[config.mk]
export PLATFORM = sky130hd
export DESIGN_NAME = noc_input_fifo_cts_flat
export DESIGN_NICKNAME = d
export VERILOG_FILES = /design/src/rtl/noc_input_fifo_cts_if.sv /design/src/rtl/noc_input_fifo_cts.sv /design/src/flat_wrapper.sv
export SDC_FILE = /design/constraint.sdc
export NUM_CORES = 1
export LEC_CHECK = 0
export ABC_AREA = 1
export CAP_MARGIN = 25
export CORE_ASPECT_RATIO = 2
export CORE_MARGIN = 2
export CORE_UTILIZATION = 58
export DETAILED_ROUTE_END_ITERATION = 16
export PLACE_DENSITY_LB_ADDON = 0.3
export SYNTH_ARGS = -nofsm -noshare
export SYNTH_HDL_FRONTEND = slang
export SYNTH_SLANG_ARGS = --single-unit
[constraint.sdc]
create_clock -name clk -period 3.79 [get_ports clk]
set_input_delay 0.758 -clock clk [delete_from_list [all_inputs] [get_ports clk]]
set_output_delay 0.758 -clock clk [all_outputs]
set_load 0.03 [all_outputs]
[src/rtl/noc_input_fifo_cts_if.sv]
// Link bundle between one router input FIFO and its environment: the
// upstream router's RTS/CTS handshake, the per-output grants, and the
// head-of-queue status seen by the crossbar.
interface noc_input_fifo_cts_if #(
    parameter int DATA_WIDTH = 32,
    parameter int DEPTH      = 4
);
    localparam int PTR_W = $clog2(DEPTH);

    logic                  DRTS;
    logic [DATA_WIDTH-1:0] RX;
    logic                  CTS;
    logic                  read_en_N;
    logic                  read_en_E;
    logic                  read_en_W;
    logic                  read_en_S;
    logic                  read_en_L;
    logic [DATA_WIDTH-1:0] Data_out;
    logic                  empty;
    logic                  full;
    logic [PTR_W:0]        count;

    // Upstream router plus output arbiters
    modport master (
        output DRTS, RX, read_en_N, read_en_E, read_en_W, read_en_S, read_en_L,
        input  CTS, Data_out, empty, full, count
    );

    // The input FIFO itself
    modport slave (
        input  DRTS, RX, read_en_N, read_en_E, read_en_W, read_en_S, read_en_L,
        output CTS, Data_out, empty, full, count
    );
endinterface

[src/rtl/noc_input_fifo_cts.sv]
// Router input port: accepts flits over an RTS/CTS handshake into a circular
// buffer and presents the head flit to the crossbar with zero read latency.
// CTS pulses for one cycle per accepted flit and is withheld while full.
module noc_input_fifo_cts #(
    parameter int DATA_WIDTH = 32,
    parameter int DEPTH      = 4
) (
    input  logic                   clk,
    input  logic                   rst,
    noc_input_fifo_cts_if.slave    bus
);
    localparam int PTR_W = $clog2(DEPTH);
    localparam logic [PTR_W:0] FULL_CNT = (PTR_W + 1)'(DEPTH);

    logic [DATA_WIDTH-1:0] mem [DEPTH];
    logic [PTR_W-1:0]      wr_ptr;
    logic [PTR_W-1:0]      rd_ptr;
    logic [PTR_W:0]        count_q;
    logic [PTR_W:0]        count_nxt;
    logic                  empty_q;
    logic                  full_q;
    logic                  cts_q;
    logic                  any_read;
    logic                  wr_en;
    logic                  rd_en;

    // Accept/pop decisions; full is the registered value, so a same-cycle pop
    // never opens room for a write
    always_comb begin
        any_read  = bus.read_en_N | bus.read_en_E | bus.read_en_W |
                    bus.read_en_S | bus.read_en_L;
        wr_en     = bus.DRTS && !cts_q && !full_q;
        rd_en     = any_read && !empty_q;
        count_nxt = count_q;
        case ({wr_en, rd_en})
            2'b10:   count_nxt = count_q + 1'b1;
            2'b01:   count_nxt = count_q - 1'b1;
            default: count_nxt = count_q;
        endcase
    end

    // Flit storage; contents need no reset
    always_ff @(posedge clk) begin
        if (wr_en) begin
            mem[wr_ptr] <= bus.RX;
        end
    end

    // Pointers, occupancy flags and the CTS pulse
    always_ff @(posedge clk or posedge rst) begin
        if (rst) begin
            wr_ptr  <= '0;
            rd_ptr  <= '0;
            count_q <= '0;
            empty_q <= 1'b1;
            full_q  <= 1'b0;
            cts_q   <= 1'b0;
        end else begin
            if (wr_en) begin
                wr_ptr <= wr_ptr + 1'b1;
            end
            if (rd_en) begin
                rd_ptr <= rd_ptr + 1'b1;
            end
            count_q <= count_nxt;
            empty_q <= (count_nxt == '0);
            full_q  <= (count_nxt == FULL_CNT);
            cts_q   <= wr_en;
        end
    end

    assign bus.CTS      = cts_q;
    assign bus.Data_out = empty_q ? '0 : mem[rd_ptr];
    assign bus.empty    = empty_q;
    assign bus.full     = full_q;
    assign bus.count    = count_q;
endmodule

[src/flat_wrapper.sv]
// flat-port wrapper written by rule: the top's interface ports become plain ports
module noc_input_fifo_cts_flat 
#(
    parameter int DATA_WIDTH = 32,
    parameter int DEPTH      = 4
)
  (clk, rst, bus_DRTS, bus_RX, bus_read_en_N, bus_read_en_E, bus_read_en_W, bus_read_en_S, bus_read_en_L, bus_CTS, bus_Data_out, bus_empty, bus_full, bus_count);
  noc_input_fifo_cts_if #(.DATA_WIDTH(DATA_WIDTH), .DEPTH(DEPTH)) bus_i ();
  input  logic clk;
  input  logic rst;
  input wire logic [$bits(bus_i.DRTS)-1:0] bus_DRTS;
  input wire logic [$bits(bus_i.RX)-1:0] bus_RX;
  input wire logic [$bits(bus_i.read_en_N)-1:0] bus_read_en_N;
  input wire logic [$bits(bus_i.read_en_E)-1:0] bus_read_en_E;
  input wire logic [$bits(bus_i.read_en_W)-1:0] bus_read_en_W;
  input wire logic [$bits(bus_i.read_en_S)-1:0] bus_read_en_S;
  input wire logic [$bits(bus_i.read_en_L)-1:0] bus_read_en_L;
  output wire logic [$bits(bus_i.CTS)-1:0] bus_CTS;
  output wire logic [$bits(bus_i.Data_out)-1:0] bus_Data_out;
  output wire logic [$bits(bus_i.empty)-1:0] bus_empty;
  output wire logic [$bits(bus_i.full)-1:0] bus_full;
  output wire logic [$bits(bus_i.count)-1:0] bus_count;
  assign bus_i.DRTS = bus_DRTS;
  assign bus_i.RX = bus_RX;
  assign bus_i.read_en_N = bus_read_en_N;
  assign bus_i.read_en_E = bus_read_en_E;
  assign bus_i.read_en_W = bus_read_en_W;
  assign bus_i.read_en_S = bus_read_en_S;
  assign bus_i.read_en_L = bus_read_en_L;
  assign bus_CTS = bus_i.CTS;
  assign bus_Data_out = bus_i.Data_out;
  assign bus_empty = bus_i.empty;
  assign bus_full = bus_i.full;
  assign bus_count = bus_i.count;
  noc_input_fifo_cts #(.DATA_WIDTH(DATA_WIDTH), .DEPTH(DEPTH)) u_core (.clk(clk), .rst(rst), .bus(bus_i));
endmodule
==> flow_metrics.py <==
metrics = {
    "timing": {
        "clock.fmax_ghz": 0.277,
        "post-route-period-util_pct": 95.1,
        "tns_ns": 0,
        "max_slew_margin_pct": 48.1,
        "finalHoldViolCount": 0,
        "worstMarginPinSlew_ns": 0.779,
        "fin_crit_ns": 3.61,
        "clock-skew-final_ns": 0.00695,
        "worst_hold_slack_ns": 0.551,
        "maxSlewViolCount": 0,
        "rsz0062_at_grt": "false",
        "final_number_of_setup_violating_endpoints": 0,
    },
    "cts": {
        "cts_repair_resizes": 0,
        "clock_tree.root_cell": "clkbuf_16",
        "cts_max_path_buffers": 2,
        "clk_pin_slew_worst_paths_ns": 0.05,
        "hold_buffers": 0,
        "insertion_delay_ns": 0.41,
        "cts_bufs_inserted": 17,
        "tritoncts_clock_tree": "done",
        "post_cts.repair.setup_buffers": 0,
        "clock_tree.htree_level_count": 4,
        "tritoncts_num_sinks": 138,
    },
    "worst_setup_path": {
        "cp_data_arrival_time_ns": 2.85,
        "timing.critical_path.to_type": "primary output",
        "r2r-end": "u_core.bus.empty",
        "critPathLaunch": "u_core.rd_ptr[0]",
        "critPathRequiredTime_ns": 3.03,
        "crit_chain": "inv_2 > buf_12 > nand2_1 > nand2_1 > nand2_1 > a21oi_1 > clkdlybuf4s50_1",
        "category_of_the_worst_setup_path_launch_point": "flip-flop",
        "timing.reg2reg.worst_path_depth": 8,
        "crit_top_cell": "nand2_1",
        "ws_path_type": "reg2out",
        "slack_of_the_worst_reg_to_reg_path_ns": 1.15,
        "timing.critical_path.slowest_cell_delay_ns": 0.73,
        "critPathMaxFanout": 42,
        "start_of_the_worst_register_to_register_path": "u_core.bus.empty",
        "worst_path_max_delay_cell": "clkdlybuf4s50_1",
        "crit_path_end": "bus_Data_out[15]",
    },
    "place": {
        "port_buffers": 77,
        "post-place-cells": 644,
        "routabilityCongestion": 0.766,
        "post_dp_hpwl_um": 7230,
    },
    "drt": {
        "drt_wl_total_um": 11900,
        "vias_per_cell": 5.57,
        "drtPass1Iterations": 5,
        "post_drt_wl_per_cell_um": 17.7,
        "route.antenna.remaining_nets": 0,
        "route.vias.total": 3760,
        "drt-initial-drc-count": 336,
        "drc": 0,
    },
    "synthesis": {
        "synth-seq-area-share_pct": 73.3,
        "synth.area.top_cells": "edfxtp_1 (69%), nand2_1 (9.5%), nor2_1 (4.9%), dfrtp_1 (4.0%), a21oi_1 (3.0%)",
        "synthesis.instances": 479,
        "post-synth-top-count-cell": "nand2_1",
        "synthesis.nets": 525,
        "asyncSetResetFlopFracSynth_pct": 7.25,
        "netlist_top_cells_count": "nand2_1 (142), edfxtp_1 (128), nor2_1 (73)",
        "synth_seq_cells": 138,
        "main_flop_type_after_synthesis": "edfxtp_1",
        "synth_area_leader_cell": "edfxtp_1",
        "synth.lib_cells_used.distinct": 20,
        "avgSynthCellArea_um2": 11.7,
        "yosys.area.top_type_share_pct": 68.8,
        "synth-edff-count": 128,
        "syn-cell-area_mm2": 0.00559,
        "synth_warnings": 0,
    },
    "cells_and_area": {
        "inserted_diodes": 0,
        "num-fill-cells": 596,
        "design.final.nets": 605,
        "syn_to_final_growth_pct": 25.6,
        "stdcell_count": 675,
        "multi_input_area_mm2": 0.00130,
        "final_layout_size_suffix_gt1_share_pct": 7.18,
        "register_area_mm2": 0.00410,
    },
    "pwr": {
        "seqPwrFrac_pct": 34.0,
        "power.combinational.fraction_pct": 41.3,
        "p_int_mw": 3.79,
        "power.density_cell_area_mw_per_mm2": 867,
        "power_switching_mw": 2.30,
        "ir_drop_mv": 0.637,
        "power.static_leakage_nw": 2.66,
        "p_clk_share_pct": 24.7,
        "p_sw_share_pct": 37.8,
        "total_power_mw": 6.09,
    },
    "global_routing": {
        "grt_residual_overflow": 0,
        "antenna_found_initial": 0,
        "gr-usage-all-layers_pct": 24.0,
        "grt_first_pass_wirelength_um": 18200,
        "vias_in_the_first_global_route": 3842,
        "maximum_number_of_pins_on_one_net_before_global_route_repair": 45,
    },
    "floorplanning": {
        "floorplan.rows": 50,
        "floorplan.core_area_mm2": 0.00938,
        "floorplan.die.height_um": 143,
        "floorplan.initialDensity_pct": 59.6,
        "die-area_mm2": 0.0105,
        "die_width_um": 73.4,
        "ios": 78,
    },
    "run_status": {
        "outcome": "finished, final reports clean",
    },
    "min_path": {
        "hold_path_class": "reg2reg",
    },
    "run": {
        "max_cap_viol_count": 0,
    },
}
==> registers in the layout, summed over array words and instances, names as in the netlist <==
| name | cells |
|---|---|
| u_core.bus.CTS | 1 |
| u_core.bus.count | 3 |
| u_core.bus.empty | 1 |
| u_core.bus.full | 1 |
| u_core.mem | 128 |
| u_core.rd_ptr | 2 |
| u_core.wr_ptr | 2 |
==> critical path, delay by kind of cell (launching register included) <==
family / cells / cell delay (ns)
simple gates: 3 / 0.22
compound gates: 1 / 0.27
buf+inv: 3 / 1.40
flops: 1 / 0.55
==> placed cells by master (no fill, tap or decap), drive strengths merged <==
cell,Yosys,layout
nand2,142,142
edfxtp,128,128
clkdlybuf4s50,0,77
nor2,73,73
o21ai,34,34
a21oi,33,33
inv,21,21
clkbuf,7,20
dfrtp,9,9
buf,18,9
clkinv,0,7
ha,5,5
nand3,3,3
xor2,2,2
bufinv,0,2
clkinvlp,0,2
nand3b,1,1
nand4,1,1
fa,1,1
dfstp,1,1
==> area by class of cell <==
type / count / area share (%)
flip-flops and latches: 138 / 58.3
well taps: 104 / 1.85
repair buffers: 86 / 12.5
inverters: 21 / 1.12
clock inverters: 11 / 1.50
clock buffers: 20 / 6.22
multi-input cells: 295 / 18.5
==> how the worst min path moves through the flow <==
| stage | start | end | slack (ns) | depth (start not counted) |
|---|---|---|---|---|
| 6_report | u_core.bus.count[2] | u_core.bus.count[2] | 0.55 | 2 |
| 5_1_grt | u_core.bus.count[2] | u_core.bus.count[2] | 0.59 | 2 |
| 4_1_cts | u_core.bus.count[2] | u_core.bus.count[2] | 0.55 | 2 |
| 3_5_place_dp | u_core.bus.count[2] | u_core.bus.count[2] | 0.53 | 2 |
| 3_3_place_gp | u_core.rd_ptr[1] | u_core.rd_ptr[1] | 0.47 | 2 |
| 2_1_floorplan | u_core.rd_ptr[1] | u_core.rd_ptr[1] | 0.44 | 2 |
==> cell families (layout without fill, tap and decap cells) <==
logic type	Yosys count	after routing	synth area share (%)
simple gates	220	220	15.0
compound gates	67	67	6.00
buf+inv	46	138	4.01
fa+ha+maj	6	6	1.48
xor+xnor	2	2	0.313
flops	138	138	73.3
==> per-layer routing <==
| metal | track usage, % | vias up | share of wire [%] |
|---|---|---|---|
| li1 | - | 1777 | - |
| met1 | 25.0 | 1839 | 36 |
| met2 | 44.1 | 127 | 58 |
| met3 | 7.13 | 17 | 4.7 |
| met4 | 8.61 | 0 | 1.7 |
| met5 | 0 | - | 0 |
==> power by group through the flow <==
stage | logic [mW] | clock network, mW | registers, mW
after CTS | 2.53 | 1.52 | 2.07
after global routing | 2.71 | 1.59 | 2.09
after global placement | 2.41 | 0 | 2.08
after floorplan | 1.62 | 0 | 2.07
final | 2.51 | 1.50 | 2.07
after detailed placement | 2.49 | 0 | 2.10
==> stage by stage <==
step	setup WS (ns)	cell area, um^2	util (%)
detailed placement	0.681	6480	69.1
finish	0.184	7020	74.9
global placement	0.715	6480	69.1
floorplan	0.986	5590	-
global route	0.0394	7020	74.9
CTS	0.174	7020	74.9
(Power assumes the default switching activity.)
